==> config.mk <==
export PLATFORM = sky130hd
export DESIGN_NAME = tictactoe_input_ctrl
export DESIGN_NICKNAME = d
export VERILOG_FILES = /design/src/rtl/tictactoe_pkg.sv /design/src/rtl/key_debouncer.sv /design/src/rtl/tictactoe_input_ctrl.sv
export SDC_FILE = /design/constraint.sdc
export NUM_CORES = 1
export LEC_CHECK = 0
export ABC_AREA = 0
export CORE_MARGIN = 2
export CORE_UTILIZATION = 30
export CTS_CLUSTER_DIAMETER = 120
export CTS_CLUSTER_SIZE = 28
export DETAILED_ROUTE_END_ITERATION = 16
export PLACE_DENSITY = 0.56
export SLEW_MARGIN = 30
export SYNTH_ARGS = -nofsm -noshare
export SYNTH_HDL_FRONTEND = slang
export SYNTH_SLANG_ARGS = --single-unit
==> constraint.sdc <==
create_clock -name MAX10_CLK1_50 -period 5.5 [get_ports MAX10_CLK1_50]
set_input_delay 1.1 -clock MAX10_CLK1_50 [delete_from_list [all_inputs] [get_ports MAX10_CLK1_50]]
set_output_delay 1.1 -clock MAX10_CLK1_50 [all_outputs]
set_load 0.1 [all_outputs]
==> src/rtl/tictactoe_pkg.sv <==
// Shared types and helpers for the tic-tac-toe input-conditioning stage.
package tictactoe_pkg;

    localparam int NUM_CELLS = 9;

    typedef logic [3:0] cell_idx_t;

    typedef enum logic [1:0] {
        IDLE,
        PENDING,
        WAIT_RELEASE
    } in_state_t;

    typedef struct packed {
        logic      valid;
        cell_idx_t idx;
    } onehot_dec_t;

    // Decode the switch bank: valid only when exactly one bit is set.
    // idx is forced to 0 when the pattern is not one-hot.
    function automatic onehot_dec_t onehot9_to_idx(input logic [NUM_CELLS-1:0] v);
        onehot_dec_t r;
        int unsigned ones;
        r.valid = 1'b0;
        r.idx   = '0;
        ones    = 0;
        for (int i = 0; i < NUM_CELLS; i++) begin
            if (v[i]) begin
                ones  = ones + 1;
                r.idx = cell_idx_t'(i);
            end
        end
        r.valid = (ones == 1);
        if (!r.valid) begin
            r.idx = '0;
        end
        return r;
    endfunction

endpackage

==> src/rtl/key_debouncer.sv <==
// Two-flop synchroniser plus stability counter for one active-low key.
// key_db is the accepted level; press is a one-cycle pulse on its 1->0 edge.
module key_debouncer #(
    parameter int DEBOUNCE_CYCLES = 500000
) (
    input  logic clk,
    input  logic rst,
    input  logic key_n,
    output logic key_db,
    output logic press
);

    localparam int CNT_W = (DEBOUNCE_CYCLES < 1) ? 1 : $clog2(DEBOUNCE_CYCLES + 1);
    localparam logic [CNT_W-1:0] CNT_MAX = CNT_W'(DEBOUNCE_CYCLES);

    logic             key_meta_p0;
    logic             key_sync_p1;
    logic [CNT_W-1:0] cnt;

    // Bring the asynchronous key into the clock domain; released level is 1.
    always_ff @(posedge clk) begin
        if (rst) begin
            key_meta_p0 <= 1'b1;
            key_sync_p1 <= 1'b1;
        end else begin
            key_meta_p0 <= key_n;
            key_sync_p1 <= key_meta_p0;
        end
    end

    // Accept a new level only after it has differed for DEBOUNCE_CYCLES counts.
    always_ff @(posedge clk) begin
        if (rst) begin
            cnt    <= '0;
            key_db <= 1'b1;
            press  <= 1'b0;
        end else begin
            press <= 1'b0;
            if (key_sync_p1 != key_db) begin
                if (cnt == CNT_MAX) begin
                    key_db <= key_sync_p1;
                    cnt    <= '0;
                    press  <= ~key_sync_p1;
                end else begin
                    cnt <= cnt + 1'b1;
                end
            end else begin
                cnt <= '0;
            end
        end
    end

endmodule

==> src/rtl/tictactoe_input_ctrl.sv <==
// Input conditioning for the tic-tac-toe game FSM: debounced keys, one-hot
// switch validation and a valid/ack move request plus a game-reset pulse.
module tictactoe_input_ctrl
    import tictactoe_pkg::*;
#(
    parameter int CLK_HZ          = 50000000,
    parameter int DEBOUNCE_MS     = 10,
    parameter int DEBOUNCE_CYCLES = CLK_HZ / 1000 * DEBOUNCE_MS
) (
    input  logic                 MAX10_CLK1_50,
    input  logic                 rst,
    input  logic                 key_select_n,
    input  logic                 key_reset_n,
    input  logic [NUM_CELLS-1:0] sw,
    output logic                 move_valid,
    output cell_idx_t            move_idx,
    input  logic                 move_ack,
    output logic                 game_reset,
    output logic                 bad_move
);

    logic                 sel_db;
    logic                 sel_press;
    logic                 rst_db;
    logic                 rst_press;
    logic [NUM_CELLS-1:0] sw_meta_p0;
    logic [NUM_CELLS-1:0] sw_sync_p1;
    onehot_dec_t          sw_dec;

    in_state_t            state;
    in_state_t            state_nxt;
    logic                 move_valid_nxt;
    cell_idx_t            move_idx_nxt;
    logic                 game_reset_nxt;
    logic                 bad_move_nxt;

    key_debouncer #(
        .DEBOUNCE_CYCLES(DEBOUNCE_CYCLES)
    ) u_sel_db (
        .clk    (MAX10_CLK1_50),
        .rst    (rst),
        .key_n  (key_select_n),
        .key_db (sel_db),
        .press  (sel_press)
    );

    key_debouncer #(
        .DEBOUNCE_CYCLES(DEBOUNCE_CYCLES)
    ) u_rst_db (
        .clk    (MAX10_CLK1_50),
        .rst    (rst),
        .key_n  (key_reset_n),
        .key_db (rst_db),
        .press  (rst_press)
    );

    // Synchronise the switch bank; it is only sampled on a select press.
    always_ff @(posedge MAX10_CLK1_50) begin
        if (rst) begin
            sw_meta_p0 <= '0;
            sw_sync_p1 <= '0;
        end else begin
            sw_meta_p0 <= sw;
            sw_sync_p1 <= sw_meta_p0;
        end
    end

    assign sw_dec = onehot9_to_idx(sw_sync_p1);

    // Register the FSM state together with its registered outputs.
    always_ff @(posedge MAX10_CLK1_50) begin
        if (rst) begin
            state      <= IDLE;
            move_valid <= 1'b0;
            move_idx   <= '0;
            game_reset <= 1'b0;
            bad_move   <= 1'b0;
        end else begin
            state      <= state_nxt;
            move_valid <= move_valid_nxt;
            move_idx   <= move_idx_nxt;
            game_reset <= game_reset_nxt;
            bad_move   <= bad_move_nxt;
        end
    end

    // Next-state logic; a reset-key press overrides everything else.
    always_comb begin
        state_nxt      = state;
        move_valid_nxt = move_valid;
        move_idx_nxt   = move_idx;
        game_reset_nxt = 1'b0;
        bad_move_nxt   = 1'b0;
        if (rst_press) begin
            game_reset_nxt = 1'b1;
            move_valid_nxt = 1'b0;
            move_idx_nxt   = '0;
            state_nxt      = sel_db ? IDLE : WAIT_RELEASE;
        end else begin
            unique case (state)
                IDLE: begin
                    if (sel_press) begin
                        if (sw_dec.valid) begin
                            move_valid_nxt = 1'b1;
                            move_idx_nxt   = sw_dec.idx;
                            state_nxt      = PENDING;
                        end else begin
                            bad_move_nxt = 1'b1;
                            state_nxt    = WAIT_RELEASE;
                        end
                    end
                end
                PENDING: begin
                    if (move_ack) begin
                        move_valid_nxt = 1'b0;
                        move_idx_nxt   = '0;
                        state_nxt      = WAIT_RELEASE;
                    end
                end
                WAIT_RELEASE: begin
                    if (sel_db) begin
                        state_nxt = IDLE;
                    end
                end
                default: begin
                    state_nxt = IDLE;
                end
            endcase
        end
    end

endmodule

==> results of run 1 <==
## metal layers
layer  routed length [µm]  up-vias  global-route usage, %
met5                    0        -                      0
met4                  215        0                   6.83
met3                  221       16                   3.02
met2                 3320       46                   19.2
met1                 3550     1379                   14.6
li1                     -     1503                      -
## where the power goes
group | switching [W] | total, W | internal [W]
sequential | 0.00000867 | 0.000546 | 0.000537
combinational | 0.0000663 | 0.000139 | 0.0000723
clock | 0.000228 | 0.000533 | 0.000305
total | 0.000303 | 0.00122 | 0.000914
## kinds of logic after synthesis
kind of cell | after synthesis | synth area share, %
buffers and inverters | 33 | 3.65
muxes | 3 | 1.33
AOI/OAI and AO/OA | 56 | 11.1
adders and majority gates | 12 | 4.09
DFF | 73 | 39.8
and+or+nand+nor | 198 | 27.5
xor gates and xnor gates | 46 | 12.5
## through the flow
stage | power (W) | setup TNS [ns] | hold slack, ns | instance area [µm²]
2_1_floorplan | 0.000643 | 0 | 0.389 | 3670
3_3_place_gp | 0.000668 | 0 | 0.393 | 4040
3_5_place_dp | 0.000672 | -0.286 | 0.400 | 4040
4_1_cts | 0.00121 | 0 | 0.407 | 4320
5_1_grt | 0.00127 | -0.155 | 0.430 | 4440
6_report | 0.00122 | 0 | 0.406 | 4440
## final cells by class
type                            count  area [µm²]  share of cell area [%]
Multi-Input combinational cell    315        2150                    48.5
Tap cell                          147         184                    4.14
Clock buffer                        9         225                    5.07
Sequential cell                    73        1470                    33.0
Inverter                           19        71.3                    1.61
Clock inverter                      7        45.0                    1.01
Timing Repair Buffer               33         298                    6.71
## synthesized netlist by cell type (all sizes together), types with 10 or more instances
| library cell | n | area [µm²] |
|---|---|---|
| nor2b | 24 | 150 |
| o21ai | 12 | 60.1 |
| nor3 | 14 | 70.1 |
| inv | 19 | 71.3 |
| clkbuf | 10 | 37.5 |
| nand2 | 31 | 116 |
| xnor2 | 25 | 245 |
| ha | 12 | 150 |
| nand3 | 25 | 125 |
| xor2 | 19 | 166 |
| dfxtp | 73 | 1460 |
| nor2 | 58 | 218 |
## path summary, 6_finish.rpt
kind | end | slack [ns] | cells after the start
max | move_idx[0] | 0.22 | 26
min | u_sel_db.key_sync_p1 | 0.41 | 1
max reg2reg | move_idx[0] | 0.22 | 26
min reg2reg | u_sel_db.key_sync_p1 | 0.41 | 1
## worst reg2reg max path, cell delays in order (launching register included)
cell,delay (ns)
dfxtp_2,0.32
inv_1,0.06
ha_4,0.27
xor2_2,0.17
ha_4,0.22
nor2b_2,0.12
nor2_1,0.05
ha_1,0.34
nand2_2,0.10
o31ai_2,0.07
ha_1,0.34
inv_2,0.06
a32oi_2,0.19
o21a_1,0.15
ha_1,0.23
a22o_1,0.23
ha_1,0.28
nand2b_4,0.12
o21a_1,0.13
ha_1,0.14
nand2_1,0.08
xnor2_2,0.24
nand3b_1,0.12
o221a_2,0.25
or3_4,0.40
nor4b_4,0.37
o21ai_1,0.11
## sequential cells by signal, indices dropped and copies added, names as in the netlist, 2 cells and up
register      cells
u_rst_db.cnt     19
state             2
u_sel_db.cnt     19
move_idx          4
sw_meta_p0        9
sw_sync_p1        9
## repair_timing
action	CTS	global route
buffers inserted	0	6
setup endpoints to repair	6	8
resized for setup	2	15
pin swaps	0	15
==> flow_summary.json, run 1 <==
{
  "max_stage_delay_ns": 0.40,
  "die_w_um": 115,
  "most-common-layout-cells": "dfxtp_1, nor2_1, nand2_1",
  "maxCapViolCount": 0,
  "layout.cells.non_filler": 603,
  "max-slew-margin-rel_pct": 34.4,
  "max_freq_mhz": 189,
  "critPathMaxFanout": 4,
  "grt_pass1_wl_um": 12500,
  "utilization_pct": 37.1,
  "slew_violations": 0,
  "drc_errors": 0,
  "critPathMostFrequentCell": "ha_1",
  "start_kind": "flop",
  "grt.total_usage_pct": 12.0,
  "dieArea_mm2": 0.0131,
  "syn_avg_cell_area_um2": 8.71,
  "arrival_ns": 5.49,
  "cp-end-kind": "flop",
  "drtIter0Drc": 94,
  "drt-pass1-iter-count": 4,
  "num_io_pins": 21,
  "drive_gt1_share_pct": 13.8,
  "synth_edf_count": 0,
  "worst_slew_pin_slew_ns": 0.980,
  "cts_tree": "done",
  "hpwl_um": 5160,
  "p_per_area_mw_per_mm2": 274,
  "synth_async_sr_flop_share_pct": 0,
  "synth_cell_types": 59,
  "wl_um": 7310,
  "min_from": "u_sel_db.key_meta_p0",
  "cts-root-buf": "clkbuf_16",
  "num_antenna_cells": 0,
  "cellLeakagePower_nw": 1.52,
  "ys_seq_elements": 73,
  "setup_viol": 0,
  "clock_path_buffers": 2,
  "critPathTopFamily": "adder cells",
  "finalHoldViolations": 0,
  "nets": 477,
  "area_growth_pct": 21.1,
  "path_class": "flop to flop",
  "path_clk_slew_ns": 0.06,
  "grt_max_degree": 33,
  "vias": 2944,
  "syn_inst": 421,
  "portBuffers": 20,
  "initial_core_util_pct": 30.7,
  "numClockSinks": 73,
  "overflow": 0,
  "fin_crit_sh_pct": 96.0,
  "place.gp.congestion": 0.853,
  "grt_pass1_vias": 2771,
  "skew_ns": 0.00566,
  "min_path_type": "flop to flop",
  "startpoint": "sw_sync_p1[0]",
  "synthesis.nets": 447,
  "crit_slowest_cell": "or3_4",
  "clock_latency_ns": 0.33,
  "post-place-ws_ns": -0.0782,
  "htreeDepth": 3,
  "crit_buf_inv": 2,
  "yosysSeqAreaShare_pct": 39.8,
  "timing.final.ws_setup_ns": 0.220,
  "synth_area_mm2": 0.00367,
  "ant_nets": 0,
  "crit_required_ns": 5.71,
  "yosys_warnings": 0,
  "die_h_um": 115,
  "status": "finished, final reports clean",
  "cts_buffers": 9,
  "holdBufCountCts": 0,
  "ir_drop_v": 0.000117,
  "reg2reg_from": "sw_sync_p1[0]",
  "antenna_found_initial": 0,
  "vias_per_cell": 4.88,
  "min_period_ns": 5.28,
  "rows": 40,
  "ys.flop_type": "dfxtp_1",
  "dp.cells": 581,
  "fillers": 1191,
  "mostFrequentLayoutCell": "dfxtp_1",
  "wl_per_cell_um": 12.1,
  "core_mm2": 0.0120
}
Power figures use the tool's default switching activity.
==> run 2, diff against run 1 <==
- CTS_BUF_LIST: not set -> sky130_fd_sc_hd__clkbuf_2
==> run 2 against run 1 <==
Against the previous run: hold slack improved by 0.00098 ns; critical path depth did not move; via count fell by 0.58%; critical path type unchanged; critical endpoint unchanged; highest routed layer unchanged.
==> flow_summary.json, run 2 (synthesized netlist as in run 1, its figures left out) <==
{
  "vias": 2927,
  "clock_path_buffers": 2,
  "dieArea_mm2": 0.0131,
  "grt_pass1_vias": 2758,
  "drc_errors": 0,
  "initial_core_util_pct": 30.7,
  "place.gp.congestion": 0.853,
  "nets": 476,
  "r2r_cells": 26,
  "area_growth_pct": 16.1,
  "setup_viol": 0,
  "finalHoldViolations": 0,
  "core_mm2": 0.0120,
  "reg2reg_from": "sw_sync_p1[1]",
  "cp-end-kind": "flop",
  "max-slew-margin-rel_pct": 34.4,
  "portBuffers": 20,
  "htreeDepth": 3,
  "drt-pass1-iter-count": 5,
  "skew_ns": 0.0335,
  "clock_latency_ns": 0.53,
  "die_w_um": 115,
  "p_per_area_mw_per_mm2": 221,
  "drive_gt1_share_pct": 13.4,
  "wl_um": 7230,
  "max_freq_mhz": 188,
  "arrival_ns": 5.74,
  "start_kind": "flop",
  "drtIter0Drc": 97,
  "maxCapViolCount": 0,
  "worst_slew_pin_slew_ns": 0.980,
  "overflow": 0,
  "placedInstanceArea_mm2": 0.00404,
  "cts_buffers": 9,
  "hpwl_um": 5160,
  "num_antenna_cells": 0,
  "fin_area_mm2": 0.00426,
  "mostFrequentLayoutCell": "dfxtp_1",
  "ir_drop_v": 0.0000720,
  "cellLeakagePower_nw": 1.45,
  "status": "finished, final reports clean",
  "num_io_pins": 21,
  "grt_pass1_wl_um": 12400,
  "holdBufCountCts": 0,
  "vias_per_cell": 4.86,
  "numClockSinks": 73,
  "antenna_found_initial": 0,
  "ant_nets": 0,
  "top_regs": "u_rst_db.cnt x19, u_sel_db.cnt x19",
  "die_h_um": 115,
  "slew_violations": 0,
  "finalPower_w": 0.000940,
  "most-common-layout-cells": "dfxtp_1, nor2_1, nand2_1",
  "holdPathEnd": "u_sel_db.key_sync_p1",
  "min_period_ns": 5.31,
  "wl_per_cell_um": 12.0,
  "r2r_end": "move_idx[0]",
  "reg2reg_setup_slack_ns": 0.19,
  "cts-root-buf": "clkbuf_2",
  "grt_max_degree": 33,
  "path_clk_slew_ns": 0.23,
  "path_class": "flop to flop",
  "grt.total_usage_pct": 11.9,
  "whs_path_depth": 1,
  "crit_required_ns": 5.93,
  "rows": 40,
  "min_path_type": "flop to flop",
  "critPathMaxFanout": 6,
  "fin_crit_sh_pct": 96.6,
  "min_from": "u_sel_db.key_meta_p0",
  "cts_tree": "done"
}
==> run 2: cell count changes in the layout (fill, tap and decap cells not counted), sizes merged <==
| cell | before | now |
|---|---|---|
| buf | 13 | 12 |
==> run 2: layout make-up <==
cell class                 count  area [µm²]
clock buffer                   9        45.0
clock inverter                 7        45.0
fill                        1218        7700
inverter                      19        71.3
multi-input combinational    315        2160
sequential                    73        1470
tap                          147         184
timing repair buffer          32         290
==> run 2: layer usage <==
layer / track usage (%) / wire length (µm) / vias to the layer above
met5: 0 / 0 / -
met4: 7.32 / 221 / 0
met3: 2.38 / 214 / 17
met2: 18.9 / 3280 / 42
met1: 14.7 / 3510 / 1368
li1: - / - / 1500
==> run 2: worst max-delay path by stage <==
stage / startpoint / endpoint / slack (ns) / depth (start not counted)
6_report: sw_sync_p1[1] / move_idx[0] / 0.19 / 26
5_1_grt: sw_sync_p1[1] / move_idx[1] / -0.07 / 26
4_1_cts: sw_sync_p1[0] / move_idx[0] / 0.05 / 26
3_5_place_dp: sw_sync_p1[0] / move_idx[0] / -0.08 / 26
3_3_place_gp: sw_sync_p1[0] / move_idx[0] / 0.12 / 26
2_1_floorplan: sw_sync_p1[0] / move_idx[0] / 0.09 / 27
==> run 2: what timing repair did <==
item / 4_1_cts / 5_1_grt
pin swaps: 0 / 14
cloned: 0 / 0
setup endpoints to repair: 6 / 8
buffers inserted: 0 / 5
gates resized for setup: 2 / 15
==> run 2: report_power, final <==
group	total (W)	internal (W)	switching, W
sequential	0.000547	0.000538	0.00000861
clock	0.000257	0.0000596	0.000197
combinational	0.000136	0.0000704	0.0000659
==> run 2: through the flow <==
step                util [%]  instances  setup WS (ns)  setup TNS (ns)  hold WS (ns)
floorplan                  -        421         0.0946               0         0.389
global placement        33.8        581          0.123               0         0.393
detailed placement      33.8        581        -0.0782          -0.286         0.400
CTS                     34.6        597         0.0531               0         0.418
global route            35.6        602        -0.0735          -0.306         0.452
finish                  35.6        602          0.189               0         0.407
==> run 2: worst max-delay path, stage by stage (launching register included) <==
cell and delay, ns:
dfxtp_2 0.37, inv_1 0.07, ha_4 0.28, xor2_2 0.17, ha_4 0.23, nor2b_4 0.11, nor2_1 0.05, ha_1 0.34
nand2_2 0.10, o31ai_2 0.07, ha_1 0.34, inv_2 0.06, a32oi_2 0.19, o21a_1 0.15, ha_1 0.23, a22o_1 0.23
ha_1 0.28, nand2b_4 0.12, o21a_1 0.13, ha_1 0.14, nand2_1 0.08, xnor2_2 0.24, nand3b_1 0.12, o221a_2 0.25
or3_4 0.42, nor4b_4 0.37, o21ai_1 0.11
==> run 3, diff against run 2 <==
- PLACE_DENSITY: 0.56 -> 0.55
- clock period: 5.5 -> 6.7 ns (I/O delays scaled with it)
==> run 3 against run 2 <==
Against the previous run: sequential power is 18% lower; core utilization is 1.6 points lower; fmax is 10% lower; critical endpoint is now move_idx[2]; highest routed layer unchanged; via count is 3.4% lower; cell count is 2.2% lower.
==> flow_summary.json, run 3 (synthesized netlist as in run 1, its figures left out) <==
{
  "fin_crit_sh_pct": 88.2,
  "place.gp.congestion": 0.826,
  "grt_pass1_vias": 2800,
  "core_mm2": 0.0120,
  "crit_buf_inv": 2,
  "max_stage_delay_ns": 0.50,
  "mostFrequentLayoutCell": "dfxtp_1",
  "finalHoldViolations": 0,
  "min_period_ns": 5.91,
  "htreeDepth": 3,
  "cts_tree": "done",
  "arrival_ns": 6.31,
  "wl_um": 6850,
  "cp_num_cells": 26,
  "most-common-layout-cells": "dfxtp_1, nor2_1, nand2_1",
  "postCtsSetupBuffers": 0,
  "antenna_found_initial": 0,
  "worst_slew_pin_slew_ns": 0.988,
  "area_growth_pct": 11.0,
  "r2r_end": "move_idx[2]",
  "clock_latency_ns": 0.48,
  "reg2reg_from": "sw_sync_p1[0]",
  "rows": 40,
  "slew_violations": 0,
  "cts_buffers": 9,
  "fillers": 1250,
  "drtIter0Drc": 73,
  "rsz0062_at_grt": "no",
  "wl_per_cell_um": 11.6,
  "grt_max_degree": 33,
  "num_antenna_cells": 0,
  "clock_path_buffers": 2,
  "grt.total_usage_pct": 11.5,
  "start_kind": "flop",
  "endpoint": "move_idx[2]",
  "ant_nets": 0,
  "p_per_area_mw_per_mm2": 178,
  "path_clk_slew_ns": 0.19,
  "nets": 465,
  "top_regs": "u_rst_db.cnt x19, u_sel_db.cnt x19",
  "min_path_type": "flop to flop",
  "max-slew-margin-rel_pct": 33.9,
  "die_w_um": 115,
  "overflow": 0,
  "maxCapViolCount": 0,
  "vias_per_cell": 4.80,
  "hpwl_um": 5090,
  "status": "finished, final reports clean",
  "drive_gt1_share_pct": 7.24,
  "holdBufCountCts": 0,
  "ir_drop_v": 0.0000497,
  "cts-root-buf": "clkbuf_2",
  "setup_viol": 0,
  "max_freq_mhz": 169,
  "drc_errors": 0,
  "startpoint": "sw_sync_p1[0]",
  "r2r_cells": 26,
  "reg2reg_setup_slack_ns": 0.79,
  "portBuffers": 20,
  "critPathTopFamily": "adder cells",
  "initial_core_util_pct": 30.7,
  "cp-end-kind": "flop",
  "fin_hold_ws_ns": 0.418,
  "numClockSinks": 73,
  "setup_tns_ns": 0,
  "dieArea_mm2": 0.0131,
  "cellLeakagePower_nw": 1.35,
  "die_h_um": 115,
  "crit_required_ns": 7.10,
  "post_cts_resized": 0,
  "drt-pass1-iter-count": 4,
  "crit_slowest_cell": "or3_1",
  "vias": 2828,
  "num_io_pins": 21,
  "skew_ns": 0.0262,
  "critPathMostFrequentCell": "ha_1",
  "critPathMaxFanout": 6,
  "grt_pass1_wl_um": 12200,
  "path_class": "flop to flop"
}
run 3: worst min path at each step:
stage / start / endpoint / slack (ns) / cells after the start
after detailed placement: u_sel_db.key_meta_p0 / u_sel_db.key_sync_p1 / 0.40 / 1
after floorplan: u_rst_db.key_meta_p0 / u_rst_db.key_sync_p1 / 0.39 / 1
after CTS: u_sel_db.key_meta_p0 / u_sel_db.key_sync_p1 / 0.43 / 1
after global routing: u_rst_db.key_meta_p0 / u_rst_db.key_sync_p1 / 0.45 / 1
after global placement: u_sel_db.key_meta_p0 / u_sel_db.key_sync_p1 / 0.39 / 1
final: u_sel_db.key_meta_p0 / u_sel_db.key_sync_p1 / 0.42 / 1
run 3: layout make-up:
type | count | area, µm² | share of cell area (%)
Clock inverter | 3 | 20.0 | 0.492
Inverter | 19 | 71.3 | 1.75
Timing Repair Buffer | 21 | 208 | 5.10
Tap cell | 147 | 184 | 4.52
Clock buffer | 11 | 55.1 | 1.35
Multi-Input combinational cell | 315 | 2070 | 50.9
Sequential cell | 73 | 1460 | 35.9
run 3: metrics by stage:
step	instance area (µm²)	std cells	utilization (%)	worst slack [ns]	total power (W)
after CTS	4070	589	34.0	0.779	0.000740
after global routing	4070	589	34.0	0.236	0.000769
final	4070	589	34.0	0.792	0.000727
after floorplan	3670	421	-	1.29	0.000528
after detailed placement	4000	575	33.4	0.783	0.000546
after global placement	4000	575	33.4	1.02	0.000544
run 3: per-layer routing:
metal | track usage [%] | up-vias | routed length (µm)
met2 | 19.3 | 30 | 3200
met1 | 13.5 | 1304 | 3310
met3 | 2.91 | 12 | 172
li1 | - | 1482 | -
met4 | 6.26 | 0 | 175
met5 | 0 | - | 0
run 3: power breakdown:
part	total [W]	internal (W)	switching, W
registers	0.000448	0.000441	0.00000672
logic	0.0000886	0.0000417	0.0000469
clock network	0.000190	0.0000472	0.000143
run 3: worst reg2reg max path, cell delays in order, from the launching register on:
cell and delay, ns:
dfxtp_1 0.37, inv_1 0.04, ha_1 0.37, xor2_1 0.19, ha_1 0.37, nor2b_1 0.25, nor2_1 0.07, ha_1 0.31
nand2_1 0.10, o31ai_1 0.08, ha_1 0.31, inv_1 0.06, a32oi_1 0.26, o21a_1 0.18, ha_1 0.23, a22o_1 0.26
ha_1 0.27, nand2b_1 0.11, o21a_1 0.12, ha_1 0.13, nand2_1 0.07, xnor2_1 0.29, nand3b_1 0.12, o221a_2 0.26
or3_1 0.50, nor4b_4 0.38, o21ai_1 0.11
